--- src/rtl/sqrt_feeder_pkg.sv ---
// Shared types and defaults for the square-root operand feeder.
package sqrt_feeder_pkg;

  localparam int OP_W            = 8;
  localparam int DEFAULT_DEPTH   = 4;
  localparam int DEFAULT_TIMEOUT = 1023;

  typedef enum logic [2:0] {
    IDLE,
    ISSUE,
    WAIT_BUSY,
    WAIT_DONE,
    OUT
  } feeder_state_t;

endpackage

--- src/rtl/sqrt_feeder_fifo.sv ---
// Synchronous operand FIFO; en_i freezes every register, including the storage.
module sqrt_feeder_fifo
  import sqrt_feeder_pkg::*;
#(
  parameter int DEPTH = DEFAULT_DEPTH,
  parameter int WIDTH = OP_W
) (
  input  logic                   clk_i,
  input  logic                   rstn_i,
  input  logic                   en_i,
  input  logic                   push_i,
  input  logic                   pop_i,
  input  logic [WIDTH-1:0]       data_i,
  output logic [WIDTH-1:0]       data_o,
  output logic                   full_o,
  output logic                   empty_o,
  output logic [$clog2(DEPTH):0] count_o
);

  localparam int AW = $clog2(DEPTH);
  localparam int CW = AW + 1;

  logic [WIDTH-1:0] mem_q [DEPTH];
  logic [WIDTH-1:0] mem_d [DEPTH];
  logic [AW-1:0]    wr_ptr_q, wr_ptr_d;
  logic [AW-1:0]    rd_ptr_q, rd_ptr_d;
  logic [CW-1:0]    count_q, count_d;
  logic             do_push, do_pop;

  assign full_o  = (count_q == CW'(DEPTH));
  assign empty_o = (count_q == '0);
  assign data_o  = mem_q[rd_ptr_q];
  assign count_o = count_q;

  // A pop frees the slot, so a push alongside it is taken even when full.
  assign do_pop  = en_i & pop_i & ~empty_o;
  assign do_push = en_i & push_i & (~full_o | do_pop);

  always_comb begin
    mem_d    = mem_q;
    wr_ptr_d = wr_ptr_q;
    rd_ptr_d = rd_ptr_q;
    if (do_push) begin
      mem_d[wr_ptr_q] = data_i;
      wr_ptr_d        = wr_ptr_q + AW'(1);
    end
    if (do_pop) begin
      rd_ptr_d = rd_ptr_q + AW'(1);
    end
    count_d = count_q + CW'(do_push) - CW'(do_pop);
  end

  always_ff @(posedge clk_i or negedge rstn_i) begin
    if (!rstn_i) begin
      mem_q    <= '{default: '0};
      wr_ptr_q <= '0;
      rd_ptr_q <= '0;
      count_q  <= '0;
    end else begin
      mem_q    <= mem_d;
      wr_ptr_q <= wr_ptr_d;
      rd_ptr_q <= rd_ptr_d;
      count_q  <= count_d;
    end
  end

endmodule

--- src/rtl/sqrt_feeder.sv ---
// Feeds buffered operands one at a time to the integer sqrt core and returns roots.
// Optional result self-check enabled by defining SQRT_FEEDER_CHECK_EN.
module sqrt_feeder
  import sqrt_feeder_pkg::*;
#(
  parameter int DEPTH   = DEFAULT_DEPTH,
  parameter int TIMEOUT = DEFAULT_TIMEOUT
) (
  input  logic                   clk_i,
  input  logic                   rstn_i,
  input  logic                   enb_i,
  input  logic                   in_valid_i,
  input  logic [OP_W-1:0]        in_data_i,
  output logic                   in_ready_o,
  output logic                   sq_start_o,
  output logic [OP_W-1:0]        sq_dt_o,
  input  logic                   sq_busy_i,
  input  logic [OP_W-1:0]        sq_res_i,
  output logic                   res_valid_o,
  output logic [OP_W-1:0]        res_data_o,
  output logic [OP_W-1:0]        res_op_o,
  input  logic                   res_ready_i,
  output logic [$clog2(DEPTH):0] count_o,
  output logic                   timeout_o,
  output logic                   err_o
);

  localparam int TW = $clog2(TIMEOUT + 1);

  feeder_state_t   state_q, state_d;
  logic [OP_W-1:0] op_q, op_d;
  logic [OP_W-1:0] res_data_q, res_data_d;
  logic [OP_W-1:0] res_op_q, res_op_d;
  logic            start_q, start_d;
  logic            res_valid_q, res_valid_d;
  logic            timeout_q, timeout_d;
  logic [TW-1:0]   timer_q, timer_d, timer_inc;
  logic            timer_expired;
  logic            fifo_full, fifo_empty, fifo_push, fifo_pop;
  logic [OP_W-1:0] fifo_head;

  assign in_ready_o    = enb_i & ~fifo_full;
  assign fifo_push     = in_valid_i & in_ready_o;
  assign fifo_pop      = (state_q == ISSUE);
  assign timer_inc     = timer_q + TW'(1);
  assign timer_expired = (timer_inc == TW'(TIMEOUT));

  sqrt_feeder_fifo #(
    .DEPTH (DEPTH),
    .WIDTH (OP_W)
  ) u_fifo (
    .clk_i   (clk_i),
    .rstn_i  (rstn_i),
    .en_i    (enb_i),
    .push_i  (fifo_push),
    .pop_i   (fifo_pop),
    .data_i  (in_data_i),
    .data_o  (fifo_head),
    .full_o  (fifo_full),
    .empty_o (fifo_empty),
    .count_o (count_o)
  );

  // The operand is latched on entry to ISSUE so it is valid alongside the start pulse.
  always_comb begin
    state_d     = state_q;
    op_d        = op_q;
    res_data_d  = res_data_q;
    res_op_d    = res_op_q;
    start_d     = start_q;
    res_valid_d = res_valid_q;
    timeout_d   = timeout_q;
    timer_d     = timer_q;
    if (enb_i) begin
      unique case (state_q)
        IDLE: begin
          if (!fifo_empty) begin
            state_d = ISSUE;
            start_d = 1'b1;
            op_d    = fifo_head;
          end
        end
        ISSUE: begin
          start_d = 1'b0;
          timer_d = '0;
          state_d = WAIT_BUSY;
        end
        WAIT_BUSY: begin
          if (sq_busy_i) begin
            state_d = WAIT_DONE;
            timer_d = '0;
          end else if (timer_expired) begin
            timeout_d = 1'b1;
            timer_d   = '0;
            state_d   = IDLE;
          end else begin
            timer_d = timer_inc;
          end
        end
        WAIT_DONE: begin
          if (!sq_busy_i) begin
            res_data_d  = sq_res_i;
            res_op_d    = op_q;
            res_valid_d = 1'b1;
            state_d     = OUT;
          end else if (timer_expired) begin
            timeout_d = 1'b1;
            timer_d   = '0;
            state_d   = IDLE;
          end else begin
            timer_d = timer_inc;
          end
        end
        OUT: begin
          if (res_ready_i) begin
            res_valid_d = 1'b0;
            state_d     = IDLE;
          end
        end
        default: state_d = IDLE;
      endcase
    end
  end

  always_ff @(posedge clk_i or negedge rstn_i) begin
    if (!rstn_i) begin
      state_q     <= IDLE;
      op_q        <= '0;
      res_data_q  <= '0;
      res_op_q    <= '0;
      start_q     <= 1'b0;
      res_valid_q <= 1'b0;
      timeout_q   <= 1'b0;
      timer_q     <= '0;
    end else begin
      state_q     <= state_d;
      op_q        <= op_d;
      res_data_q  <= res_data_d;
      res_op_q    <= res_op_d;
      start_q     <= start_d;
      res_valid_q <= res_valid_d;
      timeout_q   <= timeout_d;
      timer_q     <= timer_d;
    end
  end

  assign sq_start_o  = start_q;
  assign sq_dt_o     = op_q;
  assign res_valid_o = res_valid_q;
  assign res_data_o  = res_data_q;
  assign res_op_o    = res_op_q;
  assign timeout_o   = timeout_q;

`ifdef SQRT_FEEDER_CHECK_EN
  logic        err_q, err_d;
  logic [16:0] root_sq, root_next_sq, operand_ext;
  logic        root_bad;

  // 17 bits holds (255+1)^2, so the upper bound never overflows.
  always_comb begin
    operand_ext  = 17'(op_q);
    root_sq      = 17'(sq_res_i) * 17'(sq_res_i);
    root_next_sq = (17'(sq_res_i) + 17'd1) * (17'(sq_res_i) + 17'd1);
    root_bad     = !((root_sq <= operand_ext) && (operand_ext < root_next_sq));
    err_d        = err_q;
    if (enb_i && (state_q == WAIT_DONE) && !sq_busy_i && root_bad) begin
      err_d = 1'b1;
    end
  end

  always_ff @(posedge clk_i or negedge rstn_i) begin
    if (!rstn_i) begin
      err_q <= 1'b0;
    end else begin
      err_q <= err_d;
    end
  end

  assign err_o = err_q;
`else
  assign err_o = 1'b0;
`endif

endmodule
--- config.mk ---
export PLATFORM = sky130hd
export DESIGN_NAME = sqrt_feeder
export DESIGN_NICKNAME = d
export VERILOG_FILES = /design/src/rtl/sqrt_feeder_pkg.sv /design/src/rtl/sqrt_feeder_fifo.sv /design/src/rtl/sqrt_feeder.sv
export SDC_FILE = /design/constraint.sdc
export NUM_CORES = 1
export LEC_CHECK = 0
export CELL_PAD_IN_SITES_DETAIL_PLACEMENT = 0
export CELL_PAD_IN_SITES_GLOBAL_PLACEMENT = 1
export CORE_MARGIN = 2
export CORE_UTILIZATION = 40
export CTS_CLUSTER_SIZE = 24
export DETAILED_ROUTE_END_ITERATION = 7
export PLACE_DENSITY_LB_ADDON = 0.1
export SYNTH_ARGS = -nofsm -noshare
export SYNTH_HDL_FRONTEND = slang
export SYNTH_SLANG_ARGS = --single-unit
--- constraint.sdc ---
create_clock -name clk_i -period 2.1 [get_ports clk_i]
set_clock_uncertainty 0.05 [all_clocks]
set_input_delay 0.63 -clock clk_i [delete_from_list [all_inputs] [get_ports clk_i]]
set_output_delay 0.63 -clock clk_i [all_outputs]
set_load 0.005 [all_outputs]
# Word level (Yosys, flattened, before mapping)
# Index checks and enable logic that the tools add are counted.
# W data, S select, Z words.
dict set report word_totals {
  reg_bits 79
  wordCells 85
  inputBits 22
  output_inout_bits 32
}
dict set report classes {
  mux 25
  order_cmp 3
  n_reduce_logical 14
  add_sub_neg 5
  bitwise 12
  n_eq_ne 11
}
# op count
set ops {}
lappend ops {{$bwmux W32} 1}
lappend ops {{$mux W10} 3}
lappend ops {{$pmux W10 S3} 1}
lappend ops {{$mux W8} 3}
lappend ops {{$bmux W8 S2} 1}
lappend ops {{$demux W8 S2} 1}
lappend ops {{$mux W3} 5}
lappend ops {{$pmux W3 S5} 1}
lappend ops {{$reduce_and A3 Y1} 5}
lappend ops {{$add A10 B1 Y10 const B} 1}
lappend ops {{$eq A10 B10 Y1 const B} 1}
lappend ops {{$ne A2 B2 Y1 const B} 5}
lappend ops {{$reduce_and A4 Y1} 2}
lappend ops {{$and A1 B1 Y1} 6}
lappend ops {{$eq A3 B2 Y1 const B} 2}
lappend ops {{$eq A3 B3 Y1 const B} 2}
lappend ops {{$ge A3 B3 Y1 const B} 2}
lappend ops {{$logic_not A3 Y1} 2}
lappend ops {{$mux W1} 6}
lappend ops {{$not A2 Y3} 2}
lappend ops {{$pmux W1 S2} 3}
lappend ops {{$reduce_bool A2 Y1} 3}
lappend ops {{$add A2 B1 Y2 const B} 2}
lappend ops {{$add A3 B1 Y3} 1}
lappend ops {{other kinds (7)} 9}

# Depth between registers and ports, before layout
dict set report logic_depth {
  ltp_word 8
  ltp_mapped 9
  ltp_nobuf 9
}

# Hierarchy
# A second synthesis with hierarchy kept.
dict set report unflattened {
  cells_unflattened 277
  area_unflattened_um2 3753.6
}
# module area_each_um2 n_inst cells_per_inst seq_area_each_um2
set by_module_without_submodules {}
lappend by_module_without_submodules {sqrt_feeder 1953.1 1 167 1001.0}
lappend by_module_without_submodules {sqrt_feeder_fifo 1800.5 1 110 975.9}

# Least setup slack after synthesis
# Ideal clock, no wire load.
dict set report synth_path {
  kind {input port to flip-flop}
  start {input port enb_i}
  end {register u_fifo.count_q[2] (netlist: u_fifo.count_o[2])}
  t_arrival_ns 2.282
  slack_ns -0.357
  setup_time_ns 0.124
  t_required_ns 1.926
  n_path_buf 1
  cell_stages 9
  cell_sequence {buf_4 nand2_1 nor4_1 ha_1 inv_1 ha_1 fa_1 xnor2_1 xnor2_1}
}
dict set report synth_between {
  elab_chain_len 6
  elab_cells_between_ends 9
  classes_between {add/sub (2); bitwise (7)}
}
# element line
set synth_rtl {}
lappend synth_rtl {{start: declaration} sqrt_feeder.sv:11} ;# input logic enb_i,
lappend synth_rtl {{$and A1 B1 Y1, on equally long branches} {sqrt_feeder.sv:42, sqrt_feeder_fifo.sv:36}}
lappend synth_rtl {{$and A1 B1 Y1, on equally long branches} {sqrt_feeder.sv:43, sqrt_feeder_fifo.sv:36}}
lappend synth_rtl {{$and A1 B1 Y1 or $or A1 B1 Y1 (tied branches)} sqrt_feeder_fifo.sv:37} ;# assign do_push = en_i & push_i & (~full_o | do_pop);
lappend synth_rtl {{$and A1 B1 Y1} sqrt_feeder_fifo.sv:37}
lappend synth_rtl {{$add A3 B1 Y3} sqrt_feeder_fifo.sv:50} ;# count_d = count_q + CW'(do_push) - CW'(do_pop);
lappend synth_rtl {{$sub A3 B1 Y3 *} sqrt_feeder_fifo.sv:50}
lappend synth_rtl {{net u_fifo.count_d[2]} sqrt_feeder_fifo.sv:27} ;# logic [CW-1:0] count_q, count_d;
lappend synth_rtl {{end signal: assignment} sqrt_feeder_fifo.sv:63} ;# count_q <= count_d;
lappend synth_rtl {{end: declaration} sqrt_feeder_fifo.sv:27}
# Mark *: on every way through the listed nets, which the timed path passes. The rest lies on a longest branch.
# A chain may end at the register's enable or synchronous reset.

# Worst setup path in the final report
dict set report layout_path {
  start {register u_fifo.count_q[0] (netlist: u_fifo.count_o[0])}
  end {register u_fifo.count_q[2] (netlist: u_fifo.count_o[2])}
}
dict set report layout_between {
  elab_chain_len 8
  elab_cells_between_ends 12
  classes_between {add/sub (2); eq/ne (1); bitwise (8); reduce/logical (1)}
}
# element line
set layout_rtl {}
lappend layout_rtl {{$eq A3 B3 Y1} sqrt_feeder_fifo.sv:30} ;# assign full_o = (count_q == CW'(DEPTH));
lappend layout_rtl {{$not A1 Y1} {sqrt_feeder_fifo.sv:37, sqrt_feeder.sv:42}}
lappend layout_rtl {{$and A1 B1 Y1} sqrt_feeder.sv:42} ;# assign in_ready_o = enb_i & ~fifo_full;
lappend layout_rtl {{$and A1 B1 Y1} sqrt_feeder.sv:43} ;# assign fifo_push = in_valid_i & in_ready_o;
lappend layout_rtl {{$and A1 B1 Y1 (2 in a row)} sqrt_feeder_fifo.sv:37}
lappend layout_rtl {{$add A3 B1 Y3} sqrt_feeder_fifo.sv:50}
lappend layout_rtl {{$sub A3 B1 Y3 *} sqrt_feeder_fifo.sv:50}
lappend layout_rtl {{net u_fifo.count_d[2]} sqrt_feeder_fifo.sv:27}
# Marked as above.

==> run metrics <==
outcome=complete, no violations; Max Fanout on Critical Path=2; top cells by area, synth=dfrtp_1 54%, mux2_2 17%, mux4_2 4.9%; Top delay family on crit path=adder cells; sequential share of the synthesized area=0.537; VDD IR max=0.587 mV; Clock Pin Slew Worst Setup and Hold Paths=0.09 ns; Worst EP required=2.29 ns; commonest non-fill, non-tap cell in the layout=dfrtp_1; Initial Util=0.406; Overall Power=6.29 mW; RSZ-0062 raised after global routing=true; CTS Hold Bufs=0; fin cells=468; drt drc=0; CTS root buf=clkbuf_8; Yosys reg bits=79; Port Buffers=52; ANT cells=0; fin crit period=2.10 ns; critical path startpoint category=flop; Post-Syn Nets=302; Num CTS Buffers=9; Setup TNS=0 ns; Slew Viols, Final=0; clock buffer depth=2; setup ws final=0.00402 ns; M3 GR Usage=0.0292; final instance area=0.00476 sq mm; critical-path cell list=buf_6 > nor3_4 > nor4_4 > ha_1 > inv_1 > ha_2 > fa_2 > xnor2_2 > xnor2_1; Critical Setup Path Class=reg -> reg; syn_area_per_cell=13.6 sq um; Die Width=99.9 microns; Avg WL per Cell=15.6 microns; Leak=2.05 nW; first-pass GRT wire length=12100 microns; unique cell type count in the Yosys netlist=49; ANT nets after route=0; busiest layer in global routing=met2; met2 Use GR=0.252; synthesized cell area=0.00368 sq mm; initial antenna violation count=0; GPL Wtd Cong=0.720; fmax=0.477 GHz; prevailing post-synth register cell=dfrtp_1; Ys Warns=0; CP bufs+invs=2; number of synthesized flops with an enable pin=0; CP arrival=2.28 ns; Cells after Synth=271; CTS tree=done; DP Wirelength=5150 microns; CP Capture Type=flop; Final Hold Fails=0; First-pass DRT Iterations=4; row count=35; largest net degree at the start of global routing=60; H-tree depth=3; clk_lat worst skew=0.35 ns; fin util=0.525; Slowest cell on crit path=dfrtp_1; grt ovf=0; routed vias/inst=5.11; synth-to-layout area growth=29.2%; Core Region=0.00906 sq mm; Vias=2390; I/O pin count=54; vias in the first global route=2373; most frequent cells in the layout=78 x dfrtp_1, 55 x mux2_2, 48 x clkdlybuf4s50_1; dpl cells=449; min-delay worst type=in -> async; Die Area=0.00999 sq mm; PwrDens=1320 mW/mm^2; Worst path max stage delay=0.40 ns; WL final=7320 microns; leading area contributor after synthesis=dfrtp_1; worst hold slack=0.102 ns; layout cells sized above 1=0.375; Post-synth ARST share=1.00; global-route track usage on met1=0.213; Num Clock Sinks=79; Finish-stage setup viols=0; initial detailed-routing violation count=75; post-synth top area share=0.537; Max Cap Violations=0; overall routing resource usage=0.158; period utilisation layout=0.998; DP Area=0.00452 sq mm; pre-CTS setup slack=-0.587 ns; Nets=383; die span in y=99.9 microns
layer usage:
metal | wire (microns) | up-vias | share of wire
met5 | 0 | - | 0
met4 | 137 | 0 | 0.019
met3 | 170 | 11 | 0.023
met2 | 3570 | 28 | 0.49
met1 | 3450 | 1209 | 0.47
li1 | - | 1142 | -
worst paths after layout:
| path | startpoint | to | slack (ns) | cells after the start |
|---|---|---|---|---|
| max | u_fifo.count_o[0] | u_fifo.count_o[2] | 0.004 | 9 |
| min reg2reg | timeout_o | timeout_o | 0.43 | 1 |
| min in group clk_i | timeout_o | timeout_o | 0.43 | 1 |
| max in group asynchronous | rstn_i | timer_q[1] | 1.29 | 2 |
| min | rstn_i | res_valid_o | 0.10 | 1 |
| max reg2reg | u_fifo.count_o[0] | u_fifo.count_o[2] | 0.004 | 9 |
report_power, final:
part / internal [mW] / switching [mW] / total [mW]
Combinational: 1.63 / 0.980 / 2.61
Clock: 0.480 / 0.607 / 1.09
Sequential: 2.19 / 0.405 / 2.59
cells by family after synthesis:
family,synth area share
XOR/XNOR,0.0190
adder cells (fa/ha/maj),0.0326
buffers and inverters,0.0309
flip-flops,0.537
AO/OA/AOI/OAI,0.0605
AND/OR/NAND/NOR,0.0959
multiplexers,0.223
other,0.00102
repair_timing:
action	4_1_cts	5_1_grt
pin swaps	0	3
gates cloned	0	0
setup buffers	2	1
gates resized for setup	7	6
endpoints found under the setup margin	4	2
hold endpoints to repair	0	0
cell usage after synthesis (2+ instances only):
master,n
a31oi_1,6
buf_2,3
buf_4,3
dfrtp_1,79
ha_1,8
inv_1,15
mux2_2,55
mux4_2,8
nand2_1,16
nand2_4,5
nand3_1,5
nand4_1,5
nor2_1,5
nor3_1,5
nor4_1,3
o21ai_0,9
o311ai_2,2
or2_2,2
xnor2_1,6
xor2_1,2
worst register-to-register path: stages, from the launching register on:
cell	delay, ns
dfrtp_1	0.40
buf_6	0.13
nor3_4	0.23
nor4_4	0.06
ha_1	0.27
inv_1	0.04
ha_2	0.18
fa_2	0.38
xnor2_2	0.14
xnor2_1	0.12
registers in the layout (all words and copies together) (netlist names):
register / flops
u_fifo.count_o: 3
timer_q: 10
u_fifo.rd_ptr_q: 2
res_op_o: 8
sq_dt_o: 8
timeout_o: 1
sq_start_o: 1
state_q: 3
u_fifo.wr_ptr_q: 2
res_valid_o: 1
res_data_o: 8
u_fifo.mem_q: 32
cell type report:
| type | instances | area (sq um) |
|---|---|---|
| Clock buffer | 10 | 138 |
| Clock inverter | 6 | 53.8 |
| Fill cell | 798 | 4310 |
| Inverter | 15 | 58.8 |
| Multi-Input combinational cell | 168 | 1640 |
| Sequential cell | 79 | 1980 |
| Tap cell | 111 | 139 |
| Timing Repair Buffer | 79 | 753 |
Power figures use the tool's default switching activity.
